==> config.mk <==
export PLATFORM = sky130hd
export DESIGN_NAME = rf_wb_arb
export DESIGN_NICKNAME = d
export VERILOG_FILES = /design/src/rtl/rf_pkg.sv /design/src/rtl/rf_wb_fifo.sv /design/src/rtl/rf_wb_arb.sv
export SDC_FILE = /design/constraint.sdc
export NUM_CORES = 1
export LEC_CHECK = 0
export BUFFER_PORTS_ARGS = -buffer_cell sky130_fd_sc_hd__buf_2
export CORE_MARGIN = 8
export CORE_UTILIZATION = 50
export DETAILED_ROUTE_END_ITERATION = 10
export PLACE_DENSITY = 0.82
export SLEW_MARGIN = 20
export SYNTH_ARGS = -nofsm -noshare
export SYNTH_HDL_FRONTEND = slang
export SYNTH_SLANG_ARGS = --single-unit
export TNS_END_PERCENT = 100
==> constraint.sdc <==
create_clock -name clk -period 4 [get_ports clk]
set_clock_uncertainty 0.15 [all_clocks]
set_input_delay 0.2 -clock clk [delete_from_list [all_inputs] [get_ports clk]]
set_output_delay 0.2 -clock clk [all_outputs]
set_load 0.01 [all_outputs]
==> src/rtl/rf_pkg.sv <==
// Shared register-file writeback types and constants.
// Used by the writeback arbiter and its long-latency write queue.
package rf_pkg;

    localparam int XLEN       = 32;
    localparam int REG_ADDR_W = 5;

    typedef struct packed {
        logic [REG_ADDR_W-1:0] addr;
        logic [XLEN-1:0]       data;
        logic                  irq;
    } rf_entry_t;

    typedef enum logic [1:0] {
        GNT_NONE,
        GNT_WB,
        GNT_LU
    } gnt_e;

    function automatic logic [XLEN-1:0] addr_onehot(
        input logic [REG_ADDR_W-1:0] a
    );
        return XLEN'(1) << a;
    endfunction

endpackage

==> src/rtl/rf_wb_fifo.sv <==
// Small circular FIFO holding pending long-latency RF writes.
// Exposes per-entry valid bits and addresses for hazard tracking.
module rf_wb_fifo
    import rf_pkg::*;
#(
    parameter int DEPTH = 2
) (
    input  logic                                 clk,
    input  logic                                 rst,
    input  logic                                 push,
    input  logic                                 pop,
    input  rf_entry_t                            din,
    output logic                                 full,
    output logic                                 empty,
    output logic [$clog2(DEPTH):0]               count,
    output rf_entry_t                            head,
    output logic [DEPTH-1:0]                     valid,
    output logic [DEPTH-1:0][REG_ADDR_W-1:0]     addrs
);

    localparam int AW = $clog2(DEPTH);
    localparam int CW = AW + 1;

    rf_entry_t         mem [DEPTH];
    logic [AW-1:0]     wr_ptr;
    logic [AW-1:0]     rd_ptr;
    logic              push_ok;
    logic              pop_ok;

    assign full    = (count == CW'(DEPTH));
    assign empty   = (count == '0);
    assign push_ok = push & ~full;
    assign pop_ok  = pop & ~empty;
    assign head    = mem[rd_ptr];

    // Entry storage; contents are qualified by valid, so no reset needed.
    always_ff @(posedge clk) begin
        if (push_ok) mem[wr_ptr] <= din;
    end

    // Pointer, occupancy and per-entry valid bookkeeping.
    always_ff @(posedge clk) begin
        if (rst) begin
            wr_ptr <= '0;
            rd_ptr <= '0;
            count  <= '0;
            valid  <= '0;
        end else begin
            if (push_ok) begin
                wr_ptr         <= wr_ptr + 1'b1;
                valid[wr_ptr]  <= 1'b1;
            end
            if (pop_ok) begin
                rd_ptr         <= rd_ptr + 1'b1;
                valid[rd_ptr]  <= 1'b0;
            end
            unique case ({push_ok, pop_ok})
                2'b10:   count <= count + 1'b1;
                2'b01:   count <= count - 1'b1;
                default: count <= count;
            endcase
        end
    end

    // Flatten stored destination addresses for the pending-write mask.
    always_comb begin
        for (int i = 0; i < DEPTH; i++) begin
            addrs[i] = mem[i].addr;
        end
    end

endmodule

==> src/rtl/rf_wb_arb.sv <==
// Register-file write-port arbiter between pipeline writeback and
// queued mul/div results, with starvation-driven pipeline stall.
module rf_wb_arb
    import rf_pkg::*;
#(
    parameter int DEPTH      = 2,
    parameter int STARVE_MAX = 4
) (
    input  logic                    clk,
    input  logic                    rst,
    input  logic                    wb_we,
    input  logic [REG_ADDR_W-1:0]   wb_addr,
    input  logic [XLEN-1:0]         wb_data,
    input  logic                    wb_irq,
    input  logic                    mem_wb_freeze,
    input  logic                    lu_valid,
    input  logic [REG_ADDR_W-1:0]   lu_addr,
    input  logic [XLEN-1:0]         lu_data,
    input  logic                    lu_irq,
    output logic                    lu_ready,
    output logic                    rf_we,
    output logic [REG_ADDR_W-1:0]   rf_dst_addr,
    output logic [XLEN-1:0]         rf_dst_data,
    output logic                    rf_irq_ctrl_wb,
    output logic                    pipe_stall,
    output logic [XLEN-1:0]         lu_pending,
    output logic [$clog2(DEPTH):0]  q_count
);

    localparam int SW = (STARVE_MAX < 1) ? 1 : $clog2(STARVE_MAX + 1);

    logic                               full;
    logic                               empty;
    logic [$clog2(DEPTH):0]             count;
    rf_entry_t                          head;
    rf_entry_t                          din;
    logic [DEPTH-1:0]                   valid;
    logic [DEPTH-1:0][REG_ADDR_W-1:0]   addrs;
    logic                               push;
    logic                               pop;
    logic                               starving;
    logic                               wb_ok;
    logic [SW-1:0]                      starve;
    gnt_e                               gnt;

    assign din      = '{addr: lu_addr, data: lu_data, irq: lu_irq};
    assign lu_ready = ~full & ~rst;
    assign push     = lu_valid & lu_ready & (lu_addr != '0);
    assign pop      = (gnt == GNT_LU);
    assign wb_ok    = wb_we & (wb_addr != '0);
    assign starving = ~empty & (starve == SW'(STARVE_MAX));

    assign pipe_stall = starving & ~rst;
    assign q_count    = rst ? '0 : count;

    rf_wb_fifo #(
        .DEPTH (DEPTH)
    ) u_fifo (
        .clk   (clk),
        .rst   (rst),
        .push  (push),
        .pop   (pop),
        .din   (din),
        .full  (full),
        .empty (empty),
        .count (count),
        .head  (head),
        .valid (valid),
        .addrs (addrs)
    );

    // Pick the write-port owner: starving head, then wb, then head.
    always_comb begin
        gnt = GNT_NONE;
        if (!rst && !mem_wb_freeze) begin
            if (starving)    gnt = GNT_LU;
            else if (wb_ok)  gnt = GNT_WB;
            else if (!empty) gnt = GNT_LU;
        end
    end

    // Drive the RF write port from the granted source; idle drives zeros.
    always_comb begin
        rf_we          = 1'b0;
        rf_dst_addr    = '0;
        rf_dst_data    = '0;
        rf_irq_ctrl_wb = 1'b0;
        unique case (gnt)
            GNT_WB: begin
                rf_we          = 1'b1;
                rf_dst_addr    = wb_addr;
                rf_dst_data    = wb_data;
                rf_irq_ctrl_wb = wb_irq;
            end
            GNT_LU: begin
                rf_we          = 1'b1;
                rf_dst_addr    = head.addr;
                rf_dst_data    = head.data;
                rf_irq_ctrl_wb = head.irq;
            end
            default: ;
        endcase
    end

    // Count how long the queue head has been waiting for the port.
    always_ff @(posedge clk) begin
        if (rst) begin
            starve <= '0;
        end else if (mem_wb_freeze) begin
            starve <= starve;
        end else if (empty || pop) begin
            starve <= '0;
        end else if (starve != SW'(STARVE_MAX)) begin
            starve <= starve + 1'b1;
        end
    end

    // Mask of registers with a write still sitting in the queue.
    always_comb begin
        lu_pending = '0;
        if (!rst) begin
            for (int i = 0; i < DEPTH; i++) begin
                if (valid[i]) lu_pending = lu_pending | addr_onehot(addrs[i]);
            end
        end
    end

endmodule
**Word-level counts from Yosys, hierarchy flattened**

Memory sizes are Yosys's and may differ from the RTL's. A register that Yosys moved wholly into a read port is not among the register bits.
Cells that the tools add are included.

- Memory bits (writable): 76
- Input bits: 81
- Register bits after elaboration: 9
- Word-level logic and storage cells: 80
- Memories: 1
- Output and inout port bits: 75

- Add/subtract/negate cells: 5
- Eq/ne operators: 7
- Magnitude comparators: 4
- Bitwise gates (word level): 16
- Shifts and indexed selects: 2
- Reductions and logical operators: 13
- Muxes and demuxes: 27

Memory list:

| name | depth | width | read ports | clocked after Yosys merged registers in | wr ports | line | text |
|---|---|---|---|---|---|---|---|
| u_fifo.mem | 2 | 38 | 3 | 1 | 1 | rf_wb_fifo.sv:24 | `rf_entry_t mem [DEPTH];` |

Operator list:

| cell | count |
|---|---|
| $mux W32 | 4 |
| $pmux W32 S2 | 1 |
| $shl A1 B5 Y32 const A | 2 |
| $or A32 B32 Y32 | 1 |
| $mux W2 | 8 |
| $pmux W5 S2 | 1 |
| $reduce_bool A5 Y1 | 2 |
| $and A1 B1 Y1 | 8 |
| $mux W1 | 7 |
| $eq A2 B2 Y1 const B | 3 |
| $mux W3 | 2 |
| $eq A2 B1 Y1 const B | 2 |
| $lt A1 B2 Y1 const B | 2 |
| $not A1 Y1 | 4 |
| $pmux W2 S2 | 1 |
| $reduce_bool A2 Y1 | 2 |
| $add A3 B1 Y3 const B | 1 |
| $eq A3 B3 Y1 const B | 1 |
| $logic_and A1 B1 Y1 | 3 |
| $ne A3 B3 Y1 const B | 1 |
| $add A1 B1 Y1 const B | 2 |
| $add A2 B1 Y2 const B | 1 |
| $and A2 B2 Y2 | 1 |
| $demux W1 S1 | 2 |
| other kinds (10) | 12 |

**Longest topological paths before layout**

Gate-level depths: netlist (run 1).

- Depth after elaboration: 10
- Depth in mapped cells: 14
- Gate-level depth less buffers: 13

**Hierarchy**

From an unflattened synthesis (run 1), not the netlist that was laid out.

- Cells, all modules: 399
- Area, all modules: 4,581.9 µm²

Modules (own cells, without submodules):

| module | times used | sequential area each (µm²) | area an instance (µm²) | cells an instance |
|---|---|---|---|---|
| rf_wb_fifo | 1 | 2,422.3 | 3,109.2 | 161 |
| rf_wb_arb | 1 | 60.1 | 1,472.7 | 238 |

**Least setup slack after synthesis (run 1)**

Ideal clock, no wire load.

- Path type: reg2reg
- Start: register u_fifo.count[0]
- End: memory u_fifo.mem[0][0] (netlist bit), enable pin
- Period minus slack after synthesis: 3.156 ns
- Setup time: 0.433 ns
- Data required time: 3.417 ns
- Buffers on the path: 0
- Cell stages (with the launch flop): 5
- Slack: 0.844 ns
- Data arrival time: 2.573 ns
- Cell sequence: dfxtp_1 > inv_2 > a211oi_1 > nand2_1 > nor2_1

- Word-level cells in the longest chain between the ends: 8

Ends and longest elaborated chain:

| element | line | text |
|---|---|---|
| from (decl) | rf_wb_fifo.sv:15 | `output logic [$clog2(DEPTH):0] count,` |
| from (signal assigned) | rf_wb_fifo.sv:58 | `2'b10: count <= count + 1'b1;` |
| from (signal assigned) | rf_wb_fifo.sv:59 | `2'b01: count <= count - 1'b1;` |
| from (signal assigned) | rf_wb_fifo.sv:60 | `default: count <= count;` |
| $eq A2 B2 Y1 (*) | rf_wb_fifo.sv:30 | `assign full = (count == CW'(DEPTH));` |
| $not A1 Y1 (*) | rf_wb_fifo.sv:32, rf_wb_arb.sv:47 |  |
| $and A1 B1 Y1 | rf_wb_arb.sv:47 | `assign lu_ready = ~full & ~rst;` |
| $and A1 B1 Y1 (2 in series) | rf_wb_arb.sv:48 | `assign push = lu_valid & lu_ready & (lu_addr != '0);` |
| $and A1 B1 Y1 (*) | rf_wb_fifo.sv:32 | `assign push_ok = push & ~full;` |
| $mux W1 (*) | rf_wb_fifo.sv:38 | `if (push_ok) mem[wr_ptr] <= din;` |
| $mux W1 (not written as such) (*) | rf_wb_fifo.sv:38 |  |
| to (decl) | rf_wb_fifo.sv:24 |  |

Mark *: on every way between the ends. The rest lies on a longest branch, timed or not.

**Worst setup path after layout (run 1)**

- Start: register u_fifo.count[1]
- End: output rf_dst_addr[2]

- Word-level cells in the longest chain between the ends: 7
- Elaborated cells between the ends (all ways): 10
- Classes of those cells: eq/ne: 2; mux: 5; bitwise: 2; reduce/logical: 1

Ends and longest elaborated chain:

| element | line | text |
|---|---|---|
| $logic_not A2 Y1 (*) | rf_wb_fifo.sv:31 | `assign empty = (count == '0);` |
| $mux W2 or $not A1 Y1 (tied branches) | rf_wb_arb.sv:78, rf_wb_arb.sv:51 |  |
| $mux W2 or $and A1 B1 Y1 (tied branches) | rf_wb_arb.sv:77, rf_wb_arb.sv:51 |  |
| $mux W2 (*) | rf_wb_arb.sv:76 | `if (starving) gnt = GNT_LU;` |
| $mux W2 (*) | rf_wb_arb.sv:75 | `if (!rst && !mem_wb_freeze) begin` |
| $eq A2 B2 Y1 or $eq A2 B1 Y1 (tied branches) | rf_wb_arb.sv:88 | `unique case (gnt)` |
| $pmux W5 S2 (*) | rf_wb_arb.sv:88 |  |
| to (decl) | rf_wb_arb.sv:22 | `output logic [REG_ADDR_W-1:0] rf_dst_addr,` |

Marked as above.

==> impl_metrics.tcl, run 1 <==
set metrics [dict create \
    status "finished clean" \
    dpl.hpwl_um 8523 \
    grt_use_total_pct 20.63 \
    hold_start "mem_wb_freeze" \
    drc 0 \
    fmax_ghz 0.2931 \
    required_ns 3.65 \
    crit_path_frequent_cell "nor2_1" \
    clkLatencyLatePin_ns 0.35 \
    maxCapViolations 0 \
    critical_path.slowest_cell "ha_1" \
    dr_wl_met3_um 1284 \
    setup_viol 0 \
    cts_root_buffer "clkbuf_8" \
    hold_violations 0 \
    fin_hold_ws_ns 0.03219 \
    wl_met2_um 6397 \
    ys_seq_area_share_pct 56.38 \
    ys_seq_elements 86 \
    rows 34 \
    io_buffer_count 155 \
    p_leak_nw 2.334 \
    die_y_um 109.8 \
    top_layer "met4" \
    area_delta_synth_final_pct 33.39 \
    m1WireLength_um 4850 \
    whs_path_depth 3 \
    start_kind "flop" \
    htreeDepth 3 \
    ys_types 34 \
    synth_area_per_cell_um2 11.23 \
    path_clk_slew_ns 0.08 \
    period_share_pct 85.30 \
    fp.dieArea_um2 12060 \
    path_class "reg2out" \
    holdPathEnd "starve[2]" \
    drive_above_1_share_pct 38.28 \
    layout.cells.non_filler 688 \
    yosysWarnings 0 \
    cp_data_arrival_time_ns 3.06 \
    syn-num-nets 478 \
    yosys.area.top_type "edfxtp_1" \
    maxSlewViolCount 0 \
    die_w_um 109.8 \
    gp_congestion 0.9175 \
    slew_headroom_pct 38.01 \
    rsz0062_at_grt "false" \
    final_antenna_net_count 0 \
    post-cts-setup-buffers 0 \
    antennaDiodeCount 0 \
    r2r_start "u_fifo.count[0]" \
    route.vias.total 3939 \
    clock_path_buffers 2 \
    top_level_ports 156 \
    numCtsBuffers 9 \
    r2r_slack_ns 1.22 \
    synthCells 392 \
    antenna_found_initial 0 \
    hold_class "in2reg" \
    post-route-util_pct 68.01 \
    post-place-cells 634 \
    totalWireLength_um 12780 \
    core-area_um2 8636 \
    grt_max_degree 51 \
    p_per_area_nw_per_um2 321.5 \
    wl_per_cell_um 18.57 \
    netlist_area_um2 4403 \
    tightest_slew_ns 0.9298 \
    grt_pass1_vias 3973 \
    path_cells "nor2_1 -> nor2_1 -> nor4_1 -> ha_1 -> buf_4 -> a22oi_1 -> nor2_1 -> buf_2" \
    synth.area.top_cells "edfxtp_1 52%, a22oi_1 9.7%, mux2_2 9.7%" \
    via_per_inst 5.725 \
    initial_core_util_pct 50.99 \
    r2r_end "u_fifo.mem[0][35]" \
    endpoint_kind "output port" \
    drt_pre_antenna_iters 4 \
    tns_ns 0 \
    synth_top_area_share_pct 51.83 \
    grt_pass1_wl_um 19480 \
    synth_top_flop_cell "edfxtp_1" \
    drt-initial-drc-count 284 \
    synth_edf_count 76 \
    async_flop_share_pct 0 \
    cp_max_fo 20 \
    gr-total-overflow 0 \
    r2r_cells 5 \
    fin_nets 661 \
    netlist_top_cells_count "93 x nor2_1, 76 x edfxtp_1, 57 x a22oi_1" \
    cts_tree "built" \
    yosysMostFrequentCell "nor2_1" \
    ir_drop_mv 0.2277 \
    min_period_ns 3.412 \
    cts_sinks 86 \
    critPathMaxStageDelay_ns 0.73 \
]
[per-layer routing]
metal  vias up  GRT usage (%)
met4         0          7.907
met3        23          5.510
met2       224          36.77
met5         -              0
li1       1838              -
met1      1854          22.89
[kinds of logic (layout without fill, tap and decap cells)]
group / Yosys count / after routing / synth area share [%]
adders and majority gates: 5 / 5 / 1.421
xor gates and xnor gates: 3 / 3 / 0.5969
buffers and inverters: 38 / 226 / 3.325
muxes: 40 / 40 / 10.17
and+or+nand+nor: 136 / 136 / 13.73
AOI/OAI and AO/OA: 84 / 84 / 14.38
DFF: 86 / 86 / 56.38
[registers in the layout (all words and copies together), names as in the netlist, named ones only]
name	cells
u_fifo.count	2
u_fifo.rd_ptr	1
u_fifo.valid	2
starve	3
u_fifo.mem	76
u_fifo.wr_ptr	1
[critical path, delay by kind of cell (launching register included)]
family / cells / cell delay (ns)
DFF: 1 / 0.38
and+or+nand+nor: 4 / 0.92
AOI/OAI and AO/OA: 1 / 0.13
adders and majority gates: 1 / 0.73
buffers and inverters: 2 / 0.54
[report_power, final]
part	total [mW]	switching, mW	leakage, nW	internal [mW]
logic	0.222	0.118	1.45	0.104
clock network	0.624	0.324	0.104	0.301
registers	1.04	0.0224	0.779	1.02
total	1.89	0.464	2.33	1.42
[through the flow]
step / setup slack, ns / power (mW) / instance area (um2)
floorplan: 0.8440 / 1.158 / 4403
global placement: 0.9407 / 1.239 / 5289
detailed placement: 0.9002 / 1.248 / 5289
CTS: 0.6156 / 1.886 / 5873
global route: 0.3383 / 1.946 / 5873
finish: 0.5881 / 1.888 / 5873
[cells in the final DEF (no fill, tap or decap), types with 6 or more instances in the layout]
master / instances
dlygate4sd3_1: 38
edfxtp_1: 76
dfxtp_1: 9
nor2b_1: 12
mux2_2: 38
a22oi_1: 57
inv_1: 9
nor2_1: 91
buf_4: 6
buf_2: 155
clkbuf_8: 9
nor3_1: 7
a32oi_1: 14
nand2_1: 6
[how the worst max path moves through the flow]
stage	startpoint	endpoint	slack [ns]
after detailed placement	wb_addr[3]	rf_dst_addr[3]	0.90
after CTS	starve[0]	rf_dst_addr[2]	0.62
after global routing	u_fifo.count[1]	rf_dst_addr[0]	0.34
after floorplan	u_fifo.count[0]	u_fifo.mem[0][0]	0.84
after global placement	wb_addr[3]	rf_dst_addr[3]	0.94
final	u_fifo.count[1]	rf_dst_addr[2]	0.59
[final cells by class]
class,instances,area (um2)
fill,608,2763
inverter,10,37.54
timing repair buffer,200,1221
tap,108,135.1
clock buffer,10,127.6
sequential,86,2484
clock inverter,6,76.32
multi-input combinational,268,1792
[what timing repair did]
action,4_1_cts,5_1_grt
hold endpoints to repair,76,0
gates resized for setup,0,0
hold buffers,38,0
Power figures use the tool's default switching activity.
==> run 2, diff against run 1 <==
- CORE_UTILIZATION: 50 -> 45
- PLACE_DENSITY: 0.82 -> 0.78
- SETUP_SLACK_MARGIN: default -> 0.15
- clock period: 4 -> 2.87 ns (I/O delays scaled with it)
==> impl_metrics.tcl, run 2 (synthesized netlist as in run 1, its figures left out) <==
set metrics [dict create \
    p_int_mw 1.907 \
    crit_path_end "rf_dst_data[28]" \
    start_kind "primary input" \
    tightest_slew_ns 0.5920 \
    maxSlewViolCount 0 \
    gp_congestion 0.9501 \
    die_y_um 114.9 \
    final_cell_mix "155 x buf_2, 90 x nor2_1, 76 x edfxtp_1" \
    rsz0062_at_grt "false" \
    crit_start "wb_addr[3]" \
    top_level_ports 156 \
    finalPower_mw 2.551 \
    comb_power_share_pct 13.6 \
    area_delta_synth_final_pct 40.95 \
    required_ns 2.58 \
    drc 0 \
    core-area_um2 9639 \
    clkLatencyLatePin_ns 0.34 \
    ir_drop_mv 0.3773 \
    fin_nets 674 \
    min_period_ns 2.654 \
    wl_per_cell_um 18.97 \
    layout_commonest_cell "buf_2" \
    final_antenna_net_count 0 \
    r2r_end "u_fifo.count[1]" \
    hold_violations 0 \
    fmax_ghz 0.3768 \
    slew_headroom_pct 60.45 \
    tns_ns 0 \
    cp_data_arrival_time_ns 2.36 \
    cp_max_fo 12 \
    grt_pass1_vias 4125 \
    crit_path_frequent_cell "buf_2" \
    critPathTopFamily "simple AND/OR/NAND/NOR gates" \
    drive_above_1_share_pct 43.51 \
    path_class "in2out" \
    grt_use_total_pct 18.90 \
    regMostFlops "u_fifo.mem" \
    power_frac_seq_pct 56.9 \
    grt_max_degree 42 \
    switching_share_pct 25.26 \
    period_share_pct 92.47 \
    cts_sinks 86 \
    initial_core_util_pct 45.68 \
    setup_viol 0 \
    fillers 756 \
    cp_num_buf_inv 3 \
    antenna_found_initial 0 \
    drt-initial-drc-count 235 \
    drt_pre_antenna_iters 5 \
    endpoint_kind "output port" \
    totalWireLength_um 13770 \
    cts_tree "built" \
    gr-total-overflow 0 \
    grt_pass1_wl_um 19980 \
    numCtsBuffers 9 \
    critPathMaxStageDelay_ns 0.53 \
    fp.dieArea_um2 13210 \
    dpl.hpwl_um 8855 \
    clockPowerShare_pct 29.5 \
    status "finished clean" \
    path_cells "buf_2 -> or4_4 -> o21ai_2 -> a21oi_1 -> or4_1 -> ha_4 -> clkbuf_16 -> a22oi_1 -> nor2_1 -> buf_2" \
    io_buffer_count 155 \
    p_switching_mw 0.6444 \
    cts_root_buffer "clkbuf_8" \
    r2r_start "starve[0]" \
    die_w_um 114.9 \
    htreeDepth 3 \
    largestRegisters "u_fifo.mem (76), starve (3)" \
    r2r_slack_ns 0.27 \
    rows 36 \
    via_per_inst 5.536 \
    clock_path_buffers 2 \
    p_per_area_nw_per_um2 411.0 \
    route.vias.total 4019 \
    r2r_cells 13 \
    critical_path_depth 10 \
    antennaDiodeCount 0 \
    critical_path.slowest_cell "or4_4" \
    hold_class "in2reg" \
    maxCapViolations 0 \
    largest_register_ffs 76 \
    path_clk_slew_ns 0.07 \
    p_leak_nw 2.414 \
]
[run 2: changes by cell type in the layout (fill, tap and decap cells not counted), sizes merged]
cell,previous run,this run
buf,162,170
clkbuf,10,13
inv,14,11
clkinv,1,3
clkinvlp,0,2
dlygate4sd3,38,40
bufinv,1,0
[run 2: layer usage]
metal  part of all wire, %  global-route usage, %  wire (um)  vias to the layer above
li1                      -                      -          -                     1866
met4                   2.3                  7.706        317                        0
met5                     0                      0          0                        -
met1                    39                  20.75       5406                     1895
met3                    10                  6.040       1373                       29
met2                    48                  33.09       6671                      229
[run 2: what timing repair did]
item,4_1_cts,5_1_grt
pin swaps,0,6
endpoints found under the setup margin,39,40
gates cloned,0,5
hold buffers,40,0
setup buffers,0,2
resized for setup,5,36
endpoints found under the hold margin,81,0
[run 2: tightest hold or removal path, stage by stage]
cell	delay, ns
buf_2	0.09
inv_1	0.05
a211oi_1	0.07
a31oi_1	0.18
nor3_1	0.05
[run 2: worst min-delay path by stage]
| stage | start | to | slack, ns | depth (start not counted) |
|---|---|---|---|---|
| detailed placement | lu_data[24] | u_fifo.mem[0][25] | 0.18 | 1 |
| floorplan | lu_irq | u_fifo.mem[0][0] | 0.09 | 0 |
| CTS | lu_valid | u_fifo.valid[0] | 0.13 | 5 |
| finish | lu_valid | u_fifo.valid[0] | 0.15 | 5 |
| global route | lu_valid | u_fifo.valid[0] | 0.13 | 5 |
| global placement | lu_data[0] | u_fifo.mem[0][1] | 0.18 | 1 |
[run 2: power groups by stage]
| stage | sequential [mW] | clock [mW] | combinational [mW] |
|---|---|---|---|
| 2_1_floorplan | 1.47 | 0 | 0.146 |
| 3_3_place_gp | 1.47 | 0 | 0.253 |
| 3_5_place_dp | 1.48 | 0 | 0.263 |
| 4_1_cts | 1.45 | 0.767 | 0.310 |
| 5_1_grt | 1.46 | 0.825 | 0.373 |
| 6_report | 1.45 | 0.751 | 0.347 |
[run 2: area by class of cell]
type | instances | area, um2 | share of cell area [%]
clock inverters | 6 | 46.29 | 0.7460
inverters | 10 | 37.54 | 0.6048
multi-input cells | 268 | 1929 | 31.09
clock buffers | 10 | 127.6 | 2.056
repair buffers | 213 | 1413 | 22.76
flip-flops and latches | 86 | 2486 | 40.06
well taps | 133 | 166.4 | 2.681
[run 2: through the flow]
step	instance area [um2]	std cells	setup slack [ns]	util, %	hold slack (ns)
6_report	6206	726	0.2162	64.38	0.1454
5_1_grt	6206	726	0.1155	64.38	0.1329
4_1_cts	5944	719	0.1653	61.67	0.1309
3_5_place_dp	5348	663	0.1183	55.48	0.1846
3_3_place_gp	5348	663	0.2402	55.48	0.1812
2_1_floorplan	4403	392	-0.2860	-	0.09237
